===== config.mk =====
export PLATFORM = sky130hd
export DESIGN_NAME = issue_scoreboard_flat
export DESIGN_NICKNAME = d
export VERILOG_FILES = /design/src/rtl/issue_scoreboard_if.sv /design/src/rtl/issue_scoreboard.sv /design/src/flat_wrapper.sv
export SDC_FILE = /design/constraint.sdc
export NUM_CORES = 1
export LEC_CHECK = 0
export ABC_AREA = 1
export BUFFER_PORTS_ARGS = -buffer_cell sky130_fd_sc_hd__clkbuf_2
export CAP_MARGIN = 20
export CORE_ASPECT_RATIO = 2
export CORE_UTILIZATION = 45
export DETAILED_ROUTE_END_ITERATION = 8
export GPL_ROUTABILITY_DRIVEN = 0
export SLEW_MARGIN = 0
export SYNTH_ARGS = -nofsm -noshare
export SYNTH_HDL_FRONTEND = slang
export SYNTH_SLANG_ARGS = --single-unit

===== constraint.sdc =====
create_clock -name clk -period 7 [get_ports clk]
set_input_delay 1.4 -clock clk [delete_from_list [all_inputs] [get_ports clk]]
set_output_delay 1.4 -clock clk [all_outputs]
set_load 0.005 [all_outputs]

===== src/rtl/issue_scoreboard_if.sv =====
// Issue-side bus between decode and the register scoreboard.
// The master (decode) drives the instruction and flush; the slave returns stall, ack, bypass selects and busy.
interface issue_scoreboard_if #(
  parameter int NUM_REGS   = 32,
  parameter int REG_ADDR_W = 5,
  parameter int LAT_W      = 3
);
  logic                  issue_valid;
  logic [REG_ADDR_W-1:0] issue_rs1;
  logic [REG_ADDR_W-1:0] issue_rs2;
  logic                  issue_rs1_used;
  logic                  issue_rs2_used;
  logic [REG_ADDR_W-1:0] issue_rd;
  logic                  issue_rd_wen;
  logic [LAT_W-1:0]      issue_lat;
  logic                  flush;
  logic [LAT_W-1:0]      flush_keep;
  logic                  stall;
  logic                  issue_ack;
  logic                  fwd1_sel;
  logic                  fwd2_sel;
  logic [NUM_REGS-1:0]   busy;

  modport master (
    output issue_valid, issue_rs1, issue_rs2, issue_rs1_used, issue_rs2_used,
           issue_rd, issue_rd_wen, issue_lat, flush, flush_keep,
    input  stall, issue_ack, fwd1_sel, fwd2_sel, busy
  );

  modport slave (
    input  issue_valid, issue_rs1, issue_rs2, issue_rs1_used, issue_rs2_used,
           issue_rd, issue_rd_wen, issue_lat, flush, flush_keep,
    output stall, issue_ack, fwd1_sel, fwd2_sel, busy
  );
endinterface


===== src/rtl/issue_scoreboard.sv =====
// Per-register writeback countdown producing issue stall, ack and bypass selects; SCOREBOARD_BYPASS_EN enables forwarding.
// stall/ack/fwd are combinational (0 cycles), busy is registered; decode holds the instruction while stall is high.
module issue_scoreboard #(
  parameter int NUM_REGS   = 32,
  parameter int REG_ADDR_W = 5,
  parameter int MAX_LAT    = 7,
  parameter int LAT_W      = 3
) (
  input logic               clk,
  input logic               reset,
  issue_scoreboard_if.slave sb
);

  localparam logic [LAT_W-1:0] MAX_LAT_C = LAT_W'(MAX_LAT);
  localparam logic [LAT_W-1:0] ONE_C     = LAT_W'(1);

  logic [NUM_REGS-1:0][LAT_W-1:0] cnt;

  logic [LAT_W-1:0] lat_eff;
  logic [LAT_W-1:0] rs1_cnt;
  logic [LAT_W-1:0] rs2_cnt;
  logic [LAT_W-1:0] rd_cnt;
  logic             rs1_chk;
  logic             rs2_chk;
  logic             haz1;
  logic             haz2;
  logic             fwd1;
  logic             fwd2;
  logic             waw;
  logic             stall_c;
  logic             ack_c;
  logic             wr_en;
  logic [NUM_REGS-1:0] busy_c;

  // Mux-style lookup so addresses beyond NUM_REGS and register 0 read as idle.
  function automatic logic [LAT_W-1:0] cnt_of(
    input logic [REG_ADDR_W-1:0]          a,
    input logic [NUM_REGS-1:0][LAT_W-1:0] c
  );
    logic [LAT_W-1:0] v;
    v = '0;
    for (int r = 1; r < NUM_REGS; r++) begin
      if (a == REG_ADDR_W'(r)) v = c[r];
    end
    return v;
  endfunction

  always_comb begin
    lat_eff = (sb.issue_lat > MAX_LAT_C) ? MAX_LAT_C : sb.issue_lat;
    rs1_chk = sb.issue_rs1_used && (sb.issue_rs1 != '0);
    rs2_chk = sb.issue_rs2_used && (sb.issue_rs2 != '0);
    rs1_cnt = cnt_of(sb.issue_rs1, cnt);
    rs2_cnt = cnt_of(sb.issue_rs2, cnt);
    rd_cnt  = cnt_of(sb.issue_rd, cnt);
`ifdef SCOREBOARD_BYPASS_EN
    haz1 = rs1_chk && (rs1_cnt > ONE_C);
    haz2 = rs2_chk && (rs2_cnt > ONE_C);
    fwd1 = rs1_chk && (rs1_cnt == ONE_C);
    fwd2 = rs2_chk && (rs2_cnt == ONE_C);
`else
    haz1 = rs1_chk && (rs1_cnt != '0);
    haz2 = rs2_chk && (rs2_cnt != '0);
    fwd1 = 1'b0;
    fwd2 = 1'b0;
`endif
    // A zero latency result is already written, so it can neither conflict nor be tracked.
    waw     = sb.issue_rd_wen && (sb.issue_rd != '0) && (lat_eff != '0) && (rd_cnt >= lat_eff);
    stall_c = sb.issue_valid && (haz1 || haz2 || waw);
    ack_c   = reset && sb.issue_valid && !stall_c && !sb.flush;
    wr_en   = ack_c && sb.issue_rd_wen && (sb.issue_rd != '0) && (lat_eff != '0);
  end

  always_ff @(posedge clk or negedge reset) begin
    if (!reset) begin
      cnt <= '0;
    end else begin
      cnt[0] <= '0;
      for (int r = 1; r < NUM_REGS; r++) begin
        if (wr_en && (sb.issue_rd == REG_ADDR_W'(r))) begin
          cnt[r] <= lat_eff;
        end else if (sb.flush && (cnt[r] > sb.flush_keep)) begin
          cnt[r] <= '0;
        end else if (cnt[r] != '0) begin
          cnt[r] <= cnt[r] - ONE_C;
        end
      end
    end
  end

  always_comb begin
    busy_c = '0;
    for (int r = 1; r < NUM_REGS; r++) begin
      busy_c[r] = (cnt[r] != '0);
    end
  end

  assign sb.stall     = stall_c;
  assign sb.issue_ack = ack_c;
  assign sb.fwd1_sel  = fwd1;
  assign sb.fwd2_sel  = fwd2;
  assign sb.busy      = busy_c;

endmodule

===== src/flat_wrapper.sv =====
// flat-port wrapper written by rule: the top's interface ports become plain ports
module issue_scoreboard_flat 
#(
  parameter int NUM_REGS   = 32,
  parameter int REG_ADDR_W = 5,
  parameter int MAX_LAT    = 7,
  parameter int LAT_W      = 3
)
  (clk, reset, sb_issue_valid, sb_issue_rs1, sb_issue_rs2, sb_issue_rs1_used, sb_issue_rs2_used, sb_issue_rd, sb_issue_rd_wen, sb_issue_lat, sb_flush, sb_flush_keep, sb_stall, sb_issue_ack, sb_fwd1_sel, sb_fwd2_sel, sb_busy);
  issue_scoreboard_if #(.NUM_REGS(NUM_REGS), .REG_ADDR_W(REG_ADDR_W), .LAT_W(LAT_W)) sb_i ();
  input logic clk;
  input logic reset;
  input wire logic [$bits(sb_i.issue_valid)-1:0] sb_issue_valid;
  input wire logic [$bits(sb_i.issue_rs1)-1:0] sb_issue_rs1;
  input wire logic [$bits(sb_i.issue_rs2)-1:0] sb_issue_rs2;
  input wire logic [$bits(sb_i.issue_rs1_used)-1:0] sb_issue_rs1_used;
  input wire logic [$bits(sb_i.issue_rs2_used)-1:0] sb_issue_rs2_used;
  input wire logic [$bits(sb_i.issue_rd)-1:0] sb_issue_rd;
  input wire logic [$bits(sb_i.issue_rd_wen)-1:0] sb_issue_rd_wen;
  input wire logic [$bits(sb_i.issue_lat)-1:0] sb_issue_lat;
  input wire logic [$bits(sb_i.flush)-1:0] sb_flush;
  input wire logic [$bits(sb_i.flush_keep)-1:0] sb_flush_keep;
  output wire logic [$bits(sb_i.stall)-1:0] sb_stall;
  output wire logic [$bits(sb_i.issue_ack)-1:0] sb_issue_ack;
  output wire logic [$bits(sb_i.fwd1_sel)-1:0] sb_fwd1_sel;
  output wire logic [$bits(sb_i.fwd2_sel)-1:0] sb_fwd2_sel;
  output wire logic [$bits(sb_i.busy)-1:0] sb_busy;
  assign sb_i.issue_valid = sb_issue_valid;
  assign sb_i.issue_rs1 = sb_issue_rs1;
  assign sb_i.issue_rs2 = sb_issue_rs2;
  assign sb_i.issue_rs1_used = sb_issue_rs1_used;
  assign sb_i.issue_rs2_used = sb_issue_rs2_used;
  assign sb_i.issue_rd = sb_issue_rd;
  assign sb_i.issue_rd_wen = sb_issue_rd_wen;
  assign sb_i.issue_lat = sb_issue_lat;
  assign sb_i.flush = sb_flush;
  assign sb_i.flush_keep = sb_flush_keep;
  assign sb_stall = sb_i.stall;
  assign sb_issue_ack = sb_i.issue_ack;
  assign sb_fwd1_sel = sb_i.fwd1_sel;
  assign sb_fwd2_sel = sb_i.fwd2_sel;
  assign sb_busy = sb_i.busy;
  issue_scoreboard #(.NUM_REGS(NUM_REGS), .REG_ADDR_W(REG_ADDR_W), .MAX_LAT(MAX_LAT), .LAT_W(LAT_W)) u_core (.clk(clk), .reset(reset), .sb(sb_i));
endmodule

==> summary.txt, run 1 <==
Global routing
  – Initial antenna violation count: 2
  – Largest net degree at the start of global routing: 63
  – First-pass GRT wire length: 68600 um
  – Total gr overflow: 0
  – GRT Overall Usage: 0.340
  – Vias in the first global route: 13097

Drt
  – Post-Route WL: 43900 um
  – Detailed-route wire length per cell: 19.0 um
  – Vias: 13039
  – Drt via density: 5.63
  – Drc violations: 0
  – Post-DRT Antenna Nets: 0
  – DRT Pass-1 Iters: 5
  – Starting DRT DRC Count: 933

Power and ir drop
  – Static Leak: 6.39 nW
  – Sequential power share: 0.260
  – Max rail drop VDD: 0.221 mV
  – P_int: 2.40 mW
  – Switch share: 0.508
  – Total Power: 4.89 mW
  – Clock share of power: 0.116
  – Combinational share of power: 0.624
  – Power Dens Cells: 380 nW/um^2
  – Sw Pwr: 2.48 mW

Cells and area
  – Layout cells sized above 1: 0.0846
  – Multi-input gate area: 8470 um^2
  – Post-Layout Cell Count: 2315
  – Filler instances: 2835
  – Largest register by flop count: u_core.cnt
  – # nets final: 2157
  – Antenna Cells: 0
  – Storage element area: 2330 um^2
  – Top Registers: u_core.cnt (93)
  – Largest register FFs: 93
  – Area Growth Syn to Fin: 8.25%

Synth
  – Cells after Synth: 1920
  – Top-count cell post-synth: nand2_1
  – Post-synth EDFFs: 0
  – Mean area per synthesized cell: 6.19 um^2
  – Yosys reg bits: 93
  – Synth Flop Type: dfrtp_1
  – Yosys top cell area share: 0.196
  – Area contributors post-synth: dfrtp_1, nand2_1, ha_1
  – Synthesized area: 11900 um^2
  – Async S/R FF share, synth: 1.00
  – Area leader, netlist: dfrtp_1
  – Warnings, synthesis: 0
  – Top post-synthesis cells by count: nand2_1, nor2_1, inv_1, nand3_1, ha_1
  – Register area share after synthesis: 0.196
  – Cell variety after synth: 39

Floorplanning
  – # IOs: 64
  – Core ar.: 25800 um^2
  – Die area: 27100 um^2
  – Width of the chip: 117 um
  – Starting Density: 0.461
  – Die Ht: 232 um
  – Rows: 83

Setup path
  – Buffers & Inverters on Critical Path: 5
  – CP arrival: 5210 ps
  – Family with the most delay on the worst path: compound AO/OA/AOI/OAI gates
  – CP Capture Type: output port
  – R2R Setup Slk: 1890 ps
  – R2R cell count: 32
  – Most common cell on crit path: nand2_1
  – CP peak stage delay: 290 ps
  – Critical Path RT: 5600 ps
  – Reg2reg start: u_core.cnt[4]
  – CP max FO: 6
  – Setup crit start kind: input pin
  – CP Class: input pin to output port
  – Reg2reg end: u_core.cnt[8]
  – CP max-delay cell: ha_1

Status
  – Status: complete, no violations

CTS
  – Clock slew at reported path FFs: 70 ps
  – H-tree levels: 3
  – Maximum clock path buffer count: 2
  – Worst-skew pair later-pin latency: 390 ps
  – CTS tree: done
  – Root Buffer: clkbuf_16
  – Num CTS Buffers: 9
  – Num Clock Sinks: 93

Timing
  – Tightest Pin Transition: 1020 ps
  – Slew HR: 0.321
  – Post-route minimum period: 6610 ps
  – Final Hold Vio Count: 0
  – Max Freq: 151 MHz
  – Final setup skew: 8.54 ps
  – Setup_tns: 0 ps
  – Slew Limit Fails: 0
  – Crit share post-route: 0.944
  – Setup violations, final: 0
  – RSZ-0062 raised after global routing: no

Hold path
  – Worst hold path depth: 2
  – Hold wc startpoint: u_core.cnt[33]
  – Worst Hold Class: register to register
  – Hold endpoint: u_core.cnt[33]

Place
  – Placed cells: 2299
  – Detailed Place HPWL: 33500 um
  – Number of input and output port buffers inserted: 60

Flow run
  – Max Cap Viol: 0
## kinds of logic (layout without fill, tap and decap cells)
kind of cell	after synthesis	after routing	share of synthesized area
simple gates	1103	1103	0.394
compound gates	252	252	0.128
fa+ha+maj	158	158	0.166
buf+inv	282	335	0.0927
xor+xnor	31	31	0.0229
other cells	1	3	0.000316
flops	93	93	0.196
## power by group through the flow
stage / logic, mW / clock network (mW) / registers (mW)
finish: 3.05 / 0.566 / 1.27
global route: 3.56 / 0.591 / 1.30
CTS: 3.05 / 0.573 / 1.26
detailed placement: 3.03 / 0 / 1.27
global placement: 2.95 / 0 / 1.26
floorplan: 2.30 / 0 / 1.08
## worst register-to-register path, delay by kind of cell (launching register included)
family / cells / cell delay (ps)
DFF: 1 / 470
AOI/OAI and AO/OA: 14 / 2060
adders and majority gates: 1 / 290
buffers and inverters: 4 / 1110
and+or+nand+nor: 13 / 1110
## how the worst max path moves through the flow
stage,startpoint,to,slack [ps],cells after the start
2_1_floorplan,sb_issue_rd[4],sb_issue_ack,1370,29
3_3_place_gp,sb_issue_rd[2],sb_issue_ack,440,36
3_5_place_dp,sb_issue_rd[1],sb_issue_ack,360,32
4_1_cts,sb_issue_rd[1],sb_issue_ack,340,32
5_1_grt,sb_issue_rd[2],sb_stall,3,32
6_report,sb_issue_rd[2],sb_stall,390,32
## cell usage in the layout (no fill, tap or decap), types with 20 or more instances in the layout
master / instances
xnor2_1: 31
a21oi_1: 39
dfrtp_1: 93
nor2_1: 240
nand2_1: 563
ha_1: 158
nand4_1: 39
o21bai_1: 32
nand3_1: 164
nor2_2: 37
or2_2: 31
o21ai_0: 115
inv_1: 240
clkbuf_2: 59
a211oi_1: 20
## area by class of cell
class | count | share of cell area
well taps | 340 | 0.0331
multi-input cells | 1547 | 0.659
clock buffers | 9 | 0.0175
clock inverters | 6 | 0.00691
inverters | 248 | 0.0724
repair buffers | 72 | 0.0306
flip-flops and latches | 93 | 0.181
## through the flow
step | util | setup WS [ps] | area, um^2 | hold slack [ps]
6_report | 0.499 | 395 | 12900 | 537
5_1_grt | 0.499 | 3.14 | 12900 | 574
4_1_cts | 0.499 | 345 | 12800 | 539
3_5_place_dp | 0.486 | 356 | 12500 | 519
3_3_place_gp | 0.486 | 435 | 12500 | 518
2_1_floorplan | - | 1370 | 11900 | 498
## what timing repair did
item,4_1_cts,5_1_grt
gates resized for setup,0,4
buffers inserted,0,1
endpoints found under the setup margin,0,2
hold buffers,0,0
## routing by layer
layer	up-vias	wire length (um)	GRT usage
li1	6356	-	-
met1	6055	15800	0.341
met4	4	3380	0.262
met3	196	2150	0.0579
met2	428	22500	0.606
met5	-	23	0
Power figures use the tool's default switching activity.
==> run 2: changes to the inputs <==
Settings changed: MAX_ROUTING_LAYER from default to met4.
==> run 2 against run 1 <==
Effect of this change: register-to-register slack worse by 20 ps; critical path depth stayed put; critical endpoint unchanged; maximum frequency is 0.40% lower; clock skew is 2.9 ps higher; combinational power hardly changed; clock-buffer cell count stayed put; first-iteration DRC count is 2.1% lower; via count is 0.64% higher; non-clock buffer count stayed put; core utilization stayed put.
==> summary.txt, run 2 (synthesis results as in run 1) <==
Place
  – Post-DP Area: 12500 um^2 (unchanged)
  – Detailed Place HPWL: 33500 um (unchanged)
  – Number of input and output port buffers inserted: 60 (unchanged)
  – Pre-CTS WS: 356 ps (unchanged)

CTS
  – Clock slew at reported path FFs: 70 ps (about the same)
  – Maximum clock path buffer count: 2 (unchanged)
  – Root Buffer: clkbuf_16
  – Num CTS Buffers: 9 (unchanged)
  – Post-CTS Hold Buffers: 0 (unchanged)
  – CTS tree: done
  – H-tree levels: 3 (unchanged)
  – Num Clock Sinks: 93 (unchanged)
  – Worst-skew pair later-pin latency: 390 ps (about the same)

Timing
  – Worst hold slack: 539 ps (+2.16 ps)
  – Final setup skew: 11.5 ps (+2.92 ps)
  – Tightest Pin Transition: 1000 ps (-16.9 ps)
  – Crit share post-route: 0.947 (+0.00383)
  – PnR worst setup slack: 368 ps (-26.8 ps)
  – Slew HR: 0.332 (+0.0113)
  – Setup violations, final: 0 (unchanged)
  – RSZ-0062 raised after global routing: no
  – Setup_tns: 0 ps (unchanged)
  – Post-route minimum period: 6630 ps (+26.8 ps)
  – Slew Limit Fails: 0 (unchanged)
  – Max Freq: 151 MHz (-0.40%)
  – Final Hold Vio Count: 0 (unchanged)

Drt
  – Drt via density: 5.66 (+0.56%)
  – Vias: 13123 (+0.64%)
  – DRT Pass-1 Iters: 6 (+1)
  – Post-Route WL: 43800 um (-0.21%)
  – Post-DRT Antenna Nets: 0 (unchanged)
  – Drc violations: 0 (unchanged)
  – Starting DRT DRC Count: 913 (-2.1%)
  – Detailed-route wire length per cell: 18.9 um (-0.30%)

Floorplanning
  – Width of the chip: 117 um (unchanged)
  – Rows: 83 (unchanged)
  – Core ar.: 25800 um^2 (unchanged)
  – Die Ht: 232 um (unchanged)
  – # IOs: 64 (unchanged)
  – Die area: 27100 um^2 (unchanged)
  – Starting Density: 0.461 (unchanged)

Setup path
  – Reg2reg start: u_core.cnt[4]
  – CP arrival: 5230 ps (+20 ps)
  – CP Capture Type: output port
  – CP max-delay cell: ha_1
  – Family with the most delay on the worst path: compound AO/OA/AOI/OAI gates
  – CP peak stage delay: 290 ps (about the same)
  – Most common cell on crit path: nand2_1
  – Critical Path RT: 5600 ps (about the same)
  – CP startpoint: sb_issue_rd[2]
  – Buffers & Inverters on Critical Path: 5 (unchanged)
  – Setup crit start kind: input pin
  – CP Class: input pin to output port
  – CP max FO: 6 (unchanged)

Power and ir drop
  – Total Power: 4.89 mW (about the same)
  – Power Dens Cells: 380 nW/um^2 (about the same)
  – Max rail drop VDD: 0.222 mV (+0.46%)
  – Static Leak: 6.39 nW (about the same)

Global routing
  – Initial antenna violation count: 2 (unchanged)
  – Largest net degree at the start of global routing: 63 (unchanged)
  – First-pass GRT wire length: 68600 um (about the same)
  – GRT Overall Usage: 0.349 (+0.00961)
  – Total gr overflow: 0 (unchanged)
  – Vias in the first global route: 13094 (-0.023%)

Cells and area
  – Commonest non-fill, non-tap cell in the layout: nand2_1
  – Layout cells sized above 1: 0.0841 (-0.000506)
  – # nets final: 2157 (unchanged)
  – Finished layout cell area: 12900 um^2 (unchanged)
  – Largest register by flop count: u_core.cnt
  – Area Growth Syn to Fin: 8.25% (unchanged)
  – Most frequent cells in the layout: nand2_1, inv_1, nor2_1, nand3_1, ha_1
  – Top Registers: u_core.cnt (93)
  – Largest register FFs: 93 (unchanged)

Flow run
  – Max Cap Viol: 0 (unchanged)

Hold path
  – Worst Hold Class: register to register
  – Hold wc startpoint: u_core.cnt[33]

Status
  – Status: complete, no violations
run 2: cell types whose count changed in the layout (fill, tap and decap cells not counted), sizes merged:
cell   change
diode      +2
run 2: final cells by class:
type	count	area, um^2
flip-flops and latches	93	2330
fillers	2836	12900
multi-input cells	1547	8460
clock inverters	6	88.8
diodes	2	5.00
inverters	248	931
clock buffers	9	225
well taps	340	425
repair buffers	72	393
run 2: per-layer routing:
metal  vias to the layer above  part of all wire  global-route usage
met4                         0             0.080               0.262
met3                       214             0.056              0.0561
met1                      6059              0.35               0.342
met5                         -                 0                   -
met2                       487              0.51               0.606
li1                       6363                 -                   -
run 2: tightest hold or removal path, cell delays in order, from the launching register on:
cell,delay [ps]
dfrtp_1,370
nand3_1,80
nand2_1,60
run 2: repair_timing:
action                     CTS  global route
setup endpoints to repair    0             2
setup buffers                0             1
gates resized for setup      0             3
run 2: power breakdown:
| group | internal, mW | switching [mW] | leakage (nW) | total [mW] |
|---|---|---|---|---|
| combinational | 1.27 | 1.78 | 5.10 | 3.05 |
| sequential | 0.825 | 0.444 | 1.14 | 1.27 |
| clock | 0.311 | 0.258 | 0.148 | 0.569 |
run 2: worst paths after layout:
check,endpoint,slack (ps),cells after the start
min reg2reg,u_core.cnt[33],540,2
max,sb_stall,370,32
min,u_core.cnt[33],540,2
max reg2reg,u_core.cnt[8],1870,32
max in group asynchronous,u_core.cnt[10],4750,2
min in group asynchronous,u_core.cnt[44],1020,1
run 2: stage by stage:
stage                     instances   util
final                          2317  0.499
after detailed placement       2299  0.486
after floorplan                1922      -
after global placement         2299  0.486
after global routing           2317  0.499
after CTS                      2314  0.499
==> run 3: changes to the inputs <==
Settings changed: MAX_ROUTING_LAYER met4 to default.
Clock period 7 ns to 6.35 ns, I/O delays scaled along.
==> run 3 against run 2 <==
Effect of this change: routed wire length is 1.6% higher; worst setup slack worse by 100 ps; worst hold slack worse by 2.4 ps; clock-buffer cell count is 4 higher; sequential power is 9% higher; combinational power is 11% higher; power is 9.9% higher; sequential share of layout area is 0.35 points lower; largest power group unchanged; final area is 2.0% higher; via count is 0.69% higher.
==> summary.txt, run 3 (synthesis results as in run 1) <==
Floorplanning
  – Die Ht: 232 um (unchanged)
  – Die area: 27100 um^2 (unchanged)
  – Core ar.: 25800 um^2 (unchanged)
  – Starting Density: 0.461 (unchanged)
  – # IOs: 64 (unchanged)
  – Width of the chip: 117 um (unchanged)
  – Rows: 83 (unchanged)

Setup path
  – Most common cell on crit path: nand2_1
  – Critical Path RT: 5080 ps (-520 ps)
  – R2R Setup Slk: 1790 ps (-80 ps)
  – CP Capture Type: output port
  – CP peak stage delay: 290 ps (about the same)
  – CP Class: input pin to output port
  – CP max-delay cell: ha_1
  – Setup crit start kind: input pin
  – CP arrival: 4810 ps (-420 ps)
  – CP max FO: 5 (-1)

Drt
  – Detailed-route wire length per cell: 19.1 um (+0.92%)
  – Post-Route WL: 44500 um (+1.6%)
  – Vias: 13214 (+0.69%)
  – Drt via density: 5.66 (about the same)
  – DRT Pass-1 Iters: 6 (unchanged)
  – Drc violations: 0 (unchanged)
  – Post-DRT Antenna Nets: 0 (unchanged)
  – Starting DRT DRC Count: 950 (+4.1%)

Power and ir drop
  – Total Power: 5.37 mW (+9.9%)
  – Power Dens Cells: 410 nW/um^2 (+7.8%)
  – Max rail drop VDD: 0.207 mV (-7.1%)
  – Static Leak: 6.50 nW (+1.6%)

Cells and area
  – Post-Layout Cell Count: 2333 (+0.69%)
  – Commonest non-fill, non-tap cell in the layout: nand2_1
  – Layout cells sized above 1: 0.102 (+0.0184)
  – Area Growth Syn to Fin: 10.4%
  – Filler instances: 2763 (-2.6%)
  – Finished layout cell area: 13100 um^2 (+2.0%)
  – Top Registers: u_core.cnt (93)
  – Util after Layout: 0.509 (+0.00981)
  – Largest register FFs: 93 (unchanged)
  – Most frequent cells in the layout: nand2_1, inv_1, nor2_1, nand3_1, ha_1
  – Largest register by flop count: u_core.cnt
  – # nets final: 2172 (+0.70%)

Status
  – Status: complete, no violations

Place
  – Detailed Place HPWL: 34700 um (+3.5%)
  – Number of input and output port buffers inserted: 60 (unchanged)
  – Placed cells: 2313 (+0.61%)
  – Post-DP Area: 12600 um^2 (+0.94%)

CTS
  – CTS tree: done
  – Num Clock Sinks: 93 (unchanged)
  – Worst-skew pair later-pin latency: 390 ps (about the same)
  – Maximum clock path buffer count: 2 (unchanged)
  – Clock slew at reported path FFs: 70 ps (about the same)
  – H-tree levels: 3 (unchanged)
  – Post-CTS Hold Buffers: 0 (unchanged)
  – Num CTS Buffers: 9 (unchanged)
  – Root Buffer: clkbuf_16

Timing
  – Setup violations, final: 0 (unchanged)
  – Final setup skew: 9.98 ps (-1.48 ps)
  – Slew Limit Fails: 0 (unchanged)
  – Post-route minimum period: 6080 ps
  – Crit share post-route: 0.958
  – Final Hold Vio Count: 0 (unchanged)
  – Max Freq: 164 MHz
  – Tightest Pin Transition: 1020 ps (+22.4 ps)
  – Slew HR: 0.317 (-0.0149)

Global routing
  – Initial antenna violation count: 4 (+2)
  – GRT Overall Usage: 0.342 (-0.00752)
  – First-pass GRT wire length: 69000 um (+0.56%)
  – Vias in the first global route: 13256 (+1.2%)
  – Largest net degree at the start of global routing: 52 (-17%)
  – Total gr overflow: 0 (unchanged)

Flow run
  – Max Cap Viol: 0 (unchanged)

Hold path
  – Worst Hold Class: register to register
## run 3: cell types whose count changed in the layout (fill, tap and decap cells not counted), moves of 5 or more
cell	delta
nand2_2	+5
nor2_1	-5
nand2_1	-6
nor2_4	+5
o21ai_0	-7
o21ai_1	+7
buf_4	+13
## run 3: where the power goes
| part | switching [mW] | internal, mW | total [mW] |
|---|---|---|---|
| clock network | 0.278 | 0.337 | 0.616 |
| logic | 1.97 | 1.41 | 3.38 |
| registers | 0.473 | 0.910 | 1.38 |
| total | 2.72 | 2.65 | 5.37 |
## run 3: path summary, 6_finish.rpt
path	from	to	cells past startpoint
worst max register to register	u_core.cnt[3]	u_core.cnt[33]	37
worst min-delay path	u_core.cnt[48]	u_core.cnt[48]	2
worst min register to register	u_core.cnt[48]	u_core.cnt[48]	2
min in group asynchronous	reset	u_core.cnt[33]	1
worst max-delay path	sb_issue_rd[0]	sb_stall	35
max in group asynchronous	reset	u_core.cnt[67]	2
## run 3: area by class of cell
cell class              count  area [um^2]  share of cell area
repair buffers             87          529              0.0404
well taps                 340          425              0.0324
multi-input cells        1547         8580               0.654
clock buffers              13          270              0.0206
inverters                 248          935              0.0713
clock inverters             3         42.5             0.00324
flip-flops and latches     93         2330               0.177
diodes                      2         5.00            0.000382
## run 3: critical path: cells and delay by family
| kind | cells | cell delay, ps |
|---|---|---|
| fa+ha+maj | 1 | 290 |
| compound gates | 12 | 1530 |
| buf+inv | 3 | 380 |
| simple gates | 19 | 1330 |
## run 3: per-stage QoR
step | setup TNS [ps] | hold WS [ps] | worst slack [ps]
4_1_cts | 0 | 538 | 154
5_1_grt | -98.5 | 580 | -65.8
2_1_floorplan | 0 | 498 | 983
3_5_place_dp | 0 | 520 | 154
6_report | 0 | 536 | 267
3_3_place_gp | 0 | 519 | 237
## run 3: routing by layer
metal / global-route usage / up-vias / wire length, um
met4: 0.264 / 2 / 3730
met1: 0.332 / 6099 / 15500
met2: 0.616 / 492 / 22900
met5: 0 / - / 13
met3: 0.0668 / 230 / 2350
li1: - / 6391 / -
## run 3: timing repair
action / CTS / global route
setup endpoints to repair: 0 / 2
gates resized for setup: 0 / 48
buffers inserted: 0 / 2
